<file path="src/rtl/pc_branch_ctrl_if.sv">
// Signal bundle between the PC/branch stage and its fetch/decode neighbours.
// Branch/halt/flag requests flow in; fetch address and control status flow out.
interface pc_branch_ctrl_if #(
    parameter int unsigned WIDTH = 16
);
    logic             stall;
    logic             br_valid;
    logic             br_reg;
    logic [2:0]       cond;
    logic [WIDTH-1:0] tgt_imm;
    logic [WIDTH-1:0] tgt_reg;
    logic             halt_dec;
    logic [2:0]       flag_wr;
    logic [2:0]       alu_flags;

    logic [WIDTH-1:0] pc;
    logic [WIDTH-1:0] pc_plus2;
    logic             taken;
    logic             flush;
    logic             misalign;
    logic             halted;
    logic [2:0]       flags;

    modport master (
        output stall, br_valid, br_reg, cond, tgt_imm, tgt_reg, halt_dec, flag_wr, alu_flags,
        input  pc, pc_plus2, taken, flush, misalign, halted, flags
    );

    modport slave (
        input  stall, br_valid, br_reg, cond, tgt_imm, tgt_reg, halt_dec, flag_wr, alu_flags,
        output pc, pc_plus2, taken, flush, misalign, halted, flags
    );
endinterface

</file>
<file path="src/rtl/pc_branch_ctrl.sv">
// Program counter, Z/V/N flag register and branch resolution for the 16-bit pipeline.
// Redirects fetch on a taken branch, flushes the wrong-path slot for one cycle, and implements HLT.
module pc_branch_ctrl #(
    parameter int unsigned      WIDTH    = 16,
    parameter logic [WIDTH-1:0] RESET_PC = '0
) (
    input  logic             clk,
    input  logic             rst_n,
    pc_branch_ctrl_if.slave  bus
);

    typedef enum logic [1:0] {
        ST_RUN      = 2'd0,
        ST_REDIRECT = 2'd1,
        ST_HALT     = 2'd2
    } state_e;

    state_e           state_q, state_d;
    logic [WIDTH-1:0] pc_q, pc_d;
    logic [2:0]       flags_q, flags_d;
    logic             misalign_q, misalign_d;

    logic             cond_true_c;
    logic             taken_c;
    logic [WIDTH-1:0] target_c;
    logic [WIDTH-1:0] pc_plus2_c;
    logic             flush_c;
    logic             halted_c;
    logic             z_c, v_c, n_c;

    assign z_c = flags_q[2];
    assign v_c = flags_q[1];
    assign n_c = flags_q[0];

    // Conditions look only at the registered flags, so a same-cycle write is not seen.
    always_comb begin
        cond_true_c = 1'b0;
        case (bus.cond)
            3'b000:  cond_true_c = ~z_c;
            3'b001:  cond_true_c = z_c;
            3'b010:  cond_true_c = ~z_c & ~n_c;
            3'b011:  cond_true_c = n_c;
            3'b100:  cond_true_c = z_c | ~n_c;
            3'b101:  cond_true_c = n_c | z_c;
            3'b110:  cond_true_c = v_c;
            default: cond_true_c = 1'b1;
        endcase
    end

    assign taken_c    = (state_q == ST_RUN) & bus.br_valid & ~bus.stall & cond_true_c;
    assign target_c   = bus.br_reg ? bus.tgt_reg : bus.tgt_imm;
    assign pc_plus2_c = pc_q + WIDTH'(2);

    always_ff @(posedge clk) begin
        if (!rst_n) begin
            state_q <= ST_RUN;
        end else begin
            state_q <= state_d;
        end
    end

    always_comb begin
        state_d = state_q;
        case (state_q)
            ST_RUN: begin
                if (bus.stall) begin
                    state_d = ST_RUN;
                end else if (bus.halt_dec) begin
                    state_d = ST_HALT;
                end else if (taken_c) begin
                    state_d = ST_REDIRECT;
                end
            end
            ST_REDIRECT: state_d = ST_RUN;
            ST_HALT:     state_d = ST_HALT;
            default:     state_d = ST_RUN;
        endcase
    end

    always_comb begin
        flush_c  = 1'b0;
        halted_c = 1'b0;
        case (state_q)
            ST_REDIRECT: flush_c  = 1'b1;
            ST_HALT:     halted_c = 1'b1;
            default: begin
                flush_c  = 1'b0;
                halted_c = 1'b0;
            end
        endcase
    end

    // PC and misalign next values; flags accept writes in every state.
    always_comb begin
        pc_d       = pc_q;
        misalign_d = 1'b0;
        flags_d    = (flags_q & ~bus.flag_wr) | (bus.alu_flags & bus.flag_wr);
        case (state_q)
            ST_RUN: begin
                if (!bus.stall && !bus.halt_dec) begin
                    if (taken_c) begin
                        pc_d       = {target_c[WIDTH-1:1], 1'b0};
                        misalign_d = target_c[0];
                    end else begin
                        pc_d = pc_plus2_c;
                    end
                end
            end
            ST_REDIRECT: begin
                if (!bus.stall) begin
                    pc_d = pc_plus2_c;
                end
            end
            default: pc_d = pc_q;
        endcase
    end

    always_ff @(posedge clk) begin
        if (!rst_n) begin
            pc_q       <= RESET_PC;
            flags_q    <= 3'b000;
            misalign_q <= 1'b0;
        end else begin
            pc_q       <= pc_d;
            flags_q    <= flags_d;
            misalign_q <= misalign_d;
        end
    end

    assign bus.pc       = pc_q;
    assign bus.pc_plus2 = pc_plus2_c;
    assign bus.taken    = taken_c;
    assign bus.flush    = flush_c;
    assign bus.misalign = misalign_q;
    assign bus.halted   = halted_c;
    assign bus.flags    = flags_q;

endmodule

</file>
<file path="src/flat_wrapper.sv">
// flat-port wrapper written by rule: the top's interface ports become plain ports
module pc_branch_ctrl_flat 
#(
    parameter int unsigned      WIDTH    = 16,
    parameter logic [WIDTH-1:0] RESET_PC = '0
)
  (clk, rst_n, bus_stall, bus_br_valid, bus_br_reg, bus_cond, bus_tgt_imm, bus_tgt_reg, bus_halt_dec, bus_flag_wr, bus_alu_flags, bus_pc, bus_pc_plus2, bus_taken, bus_flush, bus_misalign, bus_halted, bus_flags);
  pc_branch_ctrl_if #(.WIDTH(WIDTH)) bus_i ();
  input  logic clk;
  input  logic rst_n;
  input wire logic [$bits(bus_i.stall)-1:0] bus_stall;
  input wire logic [$bits(bus_i.br_valid)-1:0] bus_br_valid;
  input wire logic [$bits(bus_i.br_reg)-1:0] bus_br_reg;
  input wire logic [$bits(bus_i.cond)-1:0] bus_cond;
  input wire logic [$bits(bus_i.tgt_imm)-1:0] bus_tgt_imm;
  input wire logic [$bits(bus_i.tgt_reg)-1:0] bus_tgt_reg;
  input wire logic [$bits(bus_i.halt_dec)-1:0] bus_halt_dec;
  input wire logic [$bits(bus_i.flag_wr)-1:0] bus_flag_wr;
  input wire logic [$bits(bus_i.alu_flags)-1:0] bus_alu_flags;
  output wire logic [$bits(bus_i.pc)-1:0] bus_pc;
  output wire logic [$bits(bus_i.pc_plus2)-1:0] bus_pc_plus2;
  output wire logic [$bits(bus_i.taken)-1:0] bus_taken;
  output wire logic [$bits(bus_i.flush)-1:0] bus_flush;
  output wire logic [$bits(bus_i.misalign)-1:0] bus_misalign;
  output wire logic [$bits(bus_i.halted)-1:0] bus_halted;
  output wire logic [$bits(bus_i.flags)-1:0] bus_flags;
  assign bus_i.stall = bus_stall;
  assign bus_i.br_valid = bus_br_valid;
  assign bus_i.br_reg = bus_br_reg;
  assign bus_i.cond = bus_cond;
  assign bus_i.tgt_imm = bus_tgt_imm;
  assign bus_i.tgt_reg = bus_tgt_reg;
  assign bus_i.halt_dec = bus_halt_dec;
  assign bus_i.flag_wr = bus_flag_wr;
  assign bus_i.alu_flags = bus_alu_flags;
  assign bus_pc = bus_i.pc;
  assign bus_pc_plus2 = bus_i.pc_plus2;
  assign bus_taken = bus_i.taken;
  assign bus_flush = bus_i.flush;
  assign bus_misalign = bus_i.misalign;
  assign bus_halted = bus_i.halted;
  assign bus_flags = bus_i.flags;
  pc_branch_ctrl #(.WIDTH(WIDTH), .RESET_PC(RESET_PC)) u_core (.clk(clk), .rst_n(rst_n), .bus(bus_i));
endmodule
</file>
<file path="config.mk">
export PLATFORM = sky130hd
export DESIGN_NAME = pc_branch_ctrl_flat
export DESIGN_NICKNAME = d
export VERILOG_FILES = /design/src/rtl/pc_branch_ctrl_if.sv /design/src/rtl/pc_branch_ctrl.sv /design/src/flat_wrapper.sv
export SDC_FILE = /design/constraint.sdc
export NUM_CORES = 1
export LEC_CHECK = 0
export ABC_CLOCK_PERIOD_IN_PS = 2200
export BUFFER_PORTS_ARGS = -buffer_cell sky130_fd_sc_hd__buf_2
export CORE_MARGIN = 2
export CORE_UTILIZATION = 45
export DETAILED_ROUTE_END_ITERATION = 8
export PLACE_DENSITY = 0.84
export SLEW_MARGIN = 10
export SYNTH_ARGS = -nofsm -noshare
export SYNTH_HDL_FRONTEND = slang
export SYNTH_SLANG_ARGS = --single-unit
export TNS_END_PERCENT = 30
</file>
<file path="constraint.sdc">
create_clock -name clk -period 2.2 [get_ports clk]
set_clock_uncertainty 0.1 [all_clocks]
set_input_delay 0.44 -clock clk [delete_from_list [all_inputs] [get_ports clk]]
set_output_delay 0.44 -clock clk [all_outputs]
set_load 0.05 [all_outputs]
</file>
==> flow_summary.ini, run 1 <==
[run_status]
status = complete, but fails checks
violations = setup timing

[global_routing]
grt_pass1_wl_mm = 7.859
grt.total_usage_pct = 24.05
grt_max_degree = 23
grt.overflow.total = 0
first_global_vias = 1796
antenna_found_initial = 0

[power_and_ir_drop]
p_int_w = 0.0006094
pwr-share-clk_pct = 19.0
power_density_mw_per_mm2 = 400.1
vdd_ir_drop_max_mv = 0.2751
seqPwrFrac_pct = 42.0
leakagePower_nw = 1.166
pwr-share-comb_pct = 39.0
p_sw_w = 0.0003973
switching_share_pct = 39.46

[final_layout]
diodes = 0
nFillCells = 271
postLayoutCellArea_mm2 = 0.002516
finalNonFillerCells = 343
finalNetCount = 346
areaGrowthSynthToFinish_pct = 53.63
final_util_pct = 73.66
drive_above_1_share_pct = 51.52

[floorplanning]
row_count = 21
coreArea_mm2 = 0.003416
fp.dieW_um = 64.33
initial_utilization_pct = 47.95
dieArea_mm2 = 0.004138
io_pins = 86
dieHeight_um = 64.33

[setup_path]
r2r-end = u_core.bus.pc[13]
worstReg2RegStart = u_core.bus.pc[1]
cp_max_fo = 3
arrival_ns = 1.80
crit_type = register to output pin
critPathLaunchType = register
end_kind = output pin
cp.required_ns = 1.66
ff2ff_setup_slack_ns = 0.27
rr_worst_depth = 6

[clock_network]
cts_tree = built
cts_root_buf = clkbuf_4
cts_made_buffers = 3
hold_buffers = 0
clk-insertion-delay-late_ns = 0.31
cts_buffer_depth = 2
htree_levels = 1
clk_pin_slew_worst_paths_ns = 0.12
clkSinkCount = 21

[sta]
fin_ws_ns = -0.1393
period_share_pct = 106.3
final-hold-violation-count = 0
maxSlewViolCount = 0
slew_headroom_pct = 61.99
setup_viol = 8
fmax_ghz = 0.4275
setup_tns_ns = -0.5918
period_needed_ns = 2.339
grt_setup_unrepaired = true
worstMarginPinSlew_ns = 0.5680

[place]
place_ws_ns = 0.06446
dp_hpwl_mm = 3.522
dpl.cell_count = 331
place_congestion = 0.8787
io_buffers = 83
dpl_cell_area_mm2 = 0.002285

[routing]
dr.pass1.iters = 4
wl_per_cell_um = 14.65
vias = 1894
drc_errors = 0
vias_per_cell = 5.522
routed_wl_mm = 5.024
drt-initial-drc-count = 88
drtAntennaViolNets = 0

[yosys]
ys_seq_area_share_pct = 25.67
yosysTopAreaCell = dfxtp_1
ys_top_cells_by_area = dfxtp_1 (26%), mux2i_1 (7.3%), o211ai_1 (5.5%)
ys_warn_count = 0
ys_ff_latch = 21
ys_types = 48
synth-edff-count = 0
synth_most_common_cell = dfxtp_1
async_reset_ff_share_pct = 0
synth-main-ff-cell = dfxtp_1
synthTopCellsByCount = dfxtp_1 (21), nand2_1 (18), mux2i_1 (12), o211ai_1 (12), nor2_1 (11)
yosys.area.top_type_share_pct = 25.67
netlist_area_mm2 = 0.001638
synthCells = 201
syn_avg_cell_area_um2 = 8.148

[min_path]
hold_depth = 3
min_path_type = input pin to register
min_from = bus_alu_flags[2]
min_to = u_core.bus.flags[2]

[job]
drv_cap = 0
## area by class of cell
class	instances	area, um^2	area share, %
repair buffers	109	690.7	27.45
inverters	8	30.03	1.193
clock buffers	4	26.28	1.044
flip-flops and latches	21	454.2	18.05
well taps	46	57.56	2.287
multi-input cells	155	1257	49.98
## worst max-delay path, stage by stage, from the launching register on
cell and delay [ns]:
dfxtp_4 0.39, ha_4 0.14, nand3_4 0.07, or4_4 0.54, xnor2_4 0.17, buf_6 0.18
## sequential cells by signal, indices dropped and copies added (netlist names)
register / count
u_core.bus.flags: 3
u_core.bus.misalign: 1
u_core.state_q: 2
u_core.bus.pc: 15
## placed cells by master (no fill, tap or decap), drive strengths merged, types with 2 or more instances in the layout
cell type and n:
buf 108, dfxtp 21, nand2 18, o211ai 12, mux2i 12, nor2 11, nand2b 10, inv 8
o2111ai 8, nand3 8, xor2 8, nor3 8, o221ai 6, xnor2 5, or4 5, a31oi 5
clkbuf 5, nor2b 4, o21a 3, o22ai 3, nor4 3, o21ai 3, nor3b 2, o41ai 2
and2 2, conb 2, nand4 2, nor4b 2, a2bb2oi 2
## power groups by stage
stage / Sequential [W] / Combinational, W / Clock (W)
detailed placement: 0.000430 / 0.000370 / 0
finish: 0.000422 / 0.000393 / 0.000192
global route: 0.000426 / 0.000421 / 0.000221
floorplan: 0.000482 / 0.000212 / 0
global placement: 0.000429 / 0.000366 / 0
CTS: 0.000424 / 0.000380 / 0.000199
## what timing repair did
item                       in CTS  in global routing
pin swaps                       7                  8
resized for setup              24                 14
buffers inserted                4                  4
setup endpoints to repair      10                 11
## metal layers
layer  global-route usage (%)  wire length (um)  vias to the layer above
li1                         -                 -                      933
met1                    28.17              2074                      884
met2                    43.36              2592                       70
met3                    4.225               286                        7
met4                    9.043                70                        0
met5                        0                 0                        -
## cells by family (layout without fill, tap and decap cells)
kind of cell | Yosys count | count (layout) | share of synthesized area [%]
fa+ha+maj | 1 | 1 | 0.7638
mux | 13 | 13 | 8.022
compound gates | 46 | 46 | 21.70
flops | 21 | 21 | 25.67
xor+xnor | 13 | 13 | 6.952
simple gates | 80 | 80 | 27.58
other cells | 1 | 2 | 0.2290
buf+inv | 26 | 121 | 9.091
## stage by stage
step	total power [W]	hold slack [ns]
2_1_floorplan	0.0006941	0.3762
3_3_place_gp	0.0007951	0.3969
6_report	0.001007	0.2523
3_5_place_dp	0.0008005	0.4142
4_1_cts	0.001003	0.2432
5_1_grt	0.001067	0.2617
## how the worst max path moves through the flow
stage,from,end,slack [ns],cells after the start
after floorplan,u_core.bus.flags[2],bus_taken,-0.17,5
after global placement,bus_cond[2],bus_taken,0.07,7
after detailed placement,bus_cond[2],bus_taken,0.06,7
after CTS,u_core.bus.pc[2],bus_pc_plus2[13],-0.20,5
after global routing,u_core.bus.pc[1],bus_pc_plus2[14],-0.19,6
final,u_core.bus.pc[1],bus_pc_plus2[13],-0.14,5
(Power assumes the default switching activity.)
==> run 2: changes to the inputs <==
- GPL_TIMING_DRIVEN: default -> 0
==> run 2 against run 1 <==
  * The run still ends with setup timing left
  * Sequential share of layout area decreased by 0.17 points
  * Flip-flop and latch count unchanged
  * Hold slack got worse by 0.014 ns
  * Critical path type unchanged
  * Largest cell class unchanged
  * Largest power group unchanged
==> flow_summary.ini, run 2 (synthesis gave the netlist of run 1 again) <==
[final_layout]
most-common-layout-cells = buf_2 (72), buf_4 (28), nand2_1 (18)
postLayoutCellArea_mm2 = 0.002547
final_common_cell = buf_2
areaGrowthSynthToFinish_pct = 55.54
finalNetCount = 353
drive_above_1_share_pct = 50.66
largest_reg_flops = 15
diodes = 0

[routing]
vias = 1982
routed_wl_mm = 5.405
drtAntennaViolNets = 0
vias_per_cell = 5.663
drt-initial-drc-count = 174
dr.pass1.iters = 4
drc_errors = 0
wl_per_cell_um = 15.44

[global_routing]
grt_pass1_wl_mm = 8.266
antenna_found_initial = 0
grt_max_degree = 12
grt.total_usage_pct = 25.37
first_global_vias = 1780
grt.overflow.total = 0

[clock_network]
cts_root_buf = clkbuf_4
htree_levels = 1
cts_tree = built
cts_buffer_depth = 2
clkSinkCount = 21
clk-insertion-delay-late_ns = 0.33
clk_pin_slew_worst_paths_ns = 0.14
cts_made_buffers = 3

[power_and_ir_drop]
pwr-share-clk_pct = 20.7
vdd_ir_drop_max_mv = 0.2169
leakagePower_nw = 1.179
switching_share_pct = 41.26
p_sw_w = 0.0004275
seqPwrFrac_pct = 40.7
power_density_mw_per_mm2 = 406.8
pwr-share-comb_pct = 38.6
p_int_w = 0.0006087

[floorplanning]
fp.dieW_um = 64.33
dieArea_mm2 = 0.004138
initial_utilization_pct = 47.95
coreArea_mm2 = 0.003416
row_count = 21
io_pins = 86
dieHeight_um = 64.33

[setup_path]
crit_family = simple AND/OR/NAND/NOR gates
crit_buf_inv = 1
critPathLaunchType = register
cpPeakStageDelay_ns = 0.55
end_kind = output pin
cp.required_ns = 1.66
arrival_ns = 1.83
crit_path_cell_trace = ha_4, nand3_4, or4_4, xnor2_4, buf_6
cpMaxStageDelayCell = or4_4
crit_type = register to output pin
cp_max_fo = 4

[run_status]
violations = setup timing
status = complete, but fails checks

[sta]
fin_ws_ns = -0.1729
period_needed_ns = 2.373
worstMarginPinSlew_ns = 0.6513
setup_viol = 9
fmax_ghz = 0.4214
maxSlewViolCount = 0
slew_headroom_pct = 56.58
period_share_pct = 107.9
hold_slack_ns = 0.2378
final-hold-violation-count = 0
grt_setup_unrepaired = true

[place]
place_congestion = 0.8462
dpl_cell_area_mm2 = 0.002245
io_buffers = 82
dp_hpwl_mm = 3.704

[min_path]
min_path_type = input pin to register

[job]
drv_cap = 0
## run 2: power groups by stage
stage                     combinational (W)  sequential, W  clock, W
after global placement             0.000364       0.000431         0
after detailed placement           0.000370       0.000432         0
final                              0.000400       0.000422  0.000214
after global routing               0.000423       0.000425  0.000219
after floorplan                    0.000212       0.000482         0
after CTS                          0.000390       0.000425  0.000206
## run 2: layout make-up
type,count,area [um^2]
buffer,16,108.9
clock buffer,4,26.28
multi-input combinational,155,1267
fill,259,868.3
sequential,21,455.4
inverter,8,30.03
timing repair buffer,100,601.8
tap,46,57.56
## run 2: timing repair
| action | CTS | global route |
|---|---|---|
| hold buffers | 0 | 0 |
| gates resized for setup | 28 | 12 |
| setup buffers | 11 | 7 |
| setup endpoints to repair | 11 | 12 |
| cloned | 0 | 0 |
| pin swaps | 8 | 8 |
## run 2: layer usage
layer | global-route usage (%) | share of wire (%)
met5 | 0 | 0
met3 | 2.817 | 6.8
met1 | 30.30 | 40
met4 | 9.574 | 3.1
met2 | 46.22 | 50
## run 2: worst register-to-register path, cell delays in order, from the launching register on
cell and delay (ns):
dfxtp_2 0.37, or4b_1 0.51, o211ai_1 0.14, buf_4 0.17, buf_6 0.13, buf_2 0.25
o22ai_1 0.13, a31oi_1 0.15
## run 2: worst paths after layout
check,start,endpoint,slack [ns],cells past startpoint
worst max register to register,u_core.bus.flags[2],u_core.bus.pc[4],0.17,7
worst max-delay path,u_core.bus.pc[2],bus_pc_plus2[13],-0.17,5
worst min register to register,u_core.bus.flags[1],u_core.bus.flags[1],0.45,2
worst min-delay path,bus_alu_flags[0],u_core.bus.flags[0],0.24,3
## run 2: per-stage QoR
stage	setup WS [ns]	setup TNS, ns	total power, W	cells	util, %
after floorplan	-0.1736	-0.6054	0.0006941	202	-
after global placement	-0.3000	-0.3660	0.0007946	330	65.71
after detailed placement	-0.3148	-0.3862	0.0008016	330	65.71
after CTS	-0.2132	-0.9273	0.001021	343	71.76
after global routing	-0.2056	-1.305	0.001066	350	74.58
final	-0.1729	-0.7095	0.001036	350	74.58
==> run 3: changes to the inputs <==
- CORE_MARGIN: 2 -> 4
- GPL_TIMING_DRIVEN: 0 -> default
==> run 3 against run 2 <==
  * The flow still finishes with violations (setup timing)
  * Utilization decreased by 1.5 points
  * Worst setup slack better by 0.0032 ns
  * Clock-buffer cell count did not move
  * Die area is 13% higher
  * Clock power down 5%
  * Register-to-register slack got worse by 0.08 ns
  * Non-clock buffer count fell by 8
  * Largest power group unchanged
  * Largest cell class unchanged
  * Sequential share of layout area rose by 0.16 points
  * Combinational power hardly changed
==> flow_summary.ini, run 3 (synthesis gave the netlist of run 1 again) <==
[final_layout]
areaGrowthSynthToFinish_pct = 52.48
finalNonFillerCells = 342
nFillCells = 266
drive_above_1_share_pct = 50.34
largest_reg_flops = 15
finalNetCount = 345
most-common-layout-cells = buf_2 (72), buf_4 (24), nand2_1 (18)
final_util_pct = 73.11
final_common_cell = buf_2
diodes = 0

[floorplanning]
dieHeight_um = 68.33
dieArea_mm2 = 0.004669
initial_utilization_pct = 47.95
coreArea_mm2 = 0.003416
fp.dieW_um = 68.33
io_pins = 86
row_count = 21

[place]
place_ws_ns = 0.04997
dp_hpwl_mm = 3.763
place_congestion = 0.8282
dpl.cell_count = 332
io_buffers = 83

[setup_path]
cpMaxStageDelayCell = dfxtp_4
crit_path_cell_trace = buf_6, nand4_1, buf_6, nor4_4, xor2_4, buf_6
cpMostUsedCell = buf_6
ff2ff_setup_slack_ns = 0.09
critPathLaunchType = register
arrival_ns = 1.83
end_kind = output pin
crit_type = register to output pin
cp_max_fo = 6
worstReg2RegStart = u_core.bus.pc[1]
cp.required_ns = 1.66
crit_buf_inv = 3
r2r-end = u_core.bus.pc[13]
cpPeakStageDelay_ns = 0.39
rr_worst_depth = 7
crit_family = simple AND/OR/NAND/NOR gates

[routing]
drt-initial-drc-count = 99
drc_errors = 0
dr.pass1.iters = 4
vias = 1943
routed_wl_mm = 5.299
wl_per_cell_um = 15.49
vias_per_cell = 5.681
drtAntennaViolNets = 0

[clock_network]
clk_pin_slew_worst_paths_ns = 0.14
htree_levels = 1
clk-insertion-delay-late_ns = 0.32
clkSinkCount = 21
cts_buffer_depth = 2
cts_tree = built
cts_root_buf = clkbuf_4
cts_made_buffers = 3

[min_path]
min_from = bus_alu_flags[0]
min_path_type = input pin to register
min_to = u_core.bus.flags[0]
hold_depth = 3

[global_routing]
grt.overflow.total = 0
grt.total_usage_pct = 22.66
grt_pass1_wl_mm = 8.142
grt_max_degree = 23
antenna_found_initial = 0
first_global_vias = 1799

[run_status]
status = complete, but fails checks
violations = setup timing

[power_and_ir_drop]
leakagePower_nw = 1.150
vdd_ir_drop_max_mv = 0.3134
power_density_mw_per_mm2 = 409.6

[sta]
fin_ws_ns = -0.1697
grt_setup_unrepaired = true
final-hold-violation-count = 0
period_needed_ns = 2.370
fmax_ghz = 0.4220
setup_tns_ns = -0.6752
setup_viol = 7
period_share_pct = 107.7
maxSlewViolCount = 0

[job]
drv_cap = 0
run 3: cell count changes in the layout (fill, tap and decap cells not counted), sizes merged:
cell	before	now
buf	109	108
clkbuf	11	4
run 3: worst max-delay path by stage:
stage                        start               end  slack [ns]  cells after the start
6_report          u_core.bus.pc[1]  bus_pc_plus2[14]       -0.17                      6
5_1_grt           u_core.bus.pc[1]  bus_pc_plus2[14]       -0.26                      6
4_1_cts           u_core.bus.pc[1]  bus_pc_plus2[13]       -0.21                      5
3_5_place_dp           bus_cond[2]         bus_taken        0.05                      6
3_3_place_gp      u_core.bus.pc[1]  bus_pc_plus2[13]        0.07                      5
2_1_floorplan  u_core.bus.flags[2]         bus_taken       -0.17                      5
run 3: power breakdown:
| group | internal [W] | switching, W | total, W |
|---|---|---|---|
| clock | 0.0000709 | 0.000132 | 0.000203 |
| combinational | 0.000141 | 0.000256 | 0.000397 |
| sequential | 0.000398 | 0.0000249 | 0.000422 |
| total | 0.000610 | 0.000413 | 0.00102 |
run 3: repair_timing:
action	in CTS	in global routing
hold buffers	0	0
gates resized for setup	22	12
endpoints found under the setup margin	11	12
pin swaps	3	9
buffers inserted	3	3
run 3: stage by stage:
stage,total power (W),instance area [um^2],hold slack [ns]
final,0.001023,2497,0.2751
after global routing,0.001070,2497,0.2718
after CTS,0.001021,2420,0.2658
after detailed placement,0.0008032,2292,0.3984
after global placement,0.0007976,2292,0.3930
after floorplan,0.0006941,1777,0.3762
run 3: area by class of cell:
| class | count | area [um^2] | share of cell area (%) |
|---|---|---|---|
| multi-input cells | 155 | 1249 | 50.00 |
| repair buffers | 108 | 684.4 | 27.40 |
| flip-flops and latches | 21 | 450.4 | 18.04 |
| well taps | 46 | 57.56 | 2.305 |
| inverters | 8 | 30.03 | 1.202 |
| clock buffers | 4 | 26.28 | 1.052 |
run 3: tightest hold or removal path, delay by kind of cell:
kind,cells,cell delay (ns)
buf+inv,1,0.07
mux,1,0.05
simple gates,1,0.08
run 3: metal layers:
metal  global-route usage [%]  wire length (um)  up-vias
li1                         -                 -      932
met1                    27.92              2104      898
met2                    39.47              2669      105
met3                    5.747               461        8
met4                    4.963                64        0
met5                        0                 0        -
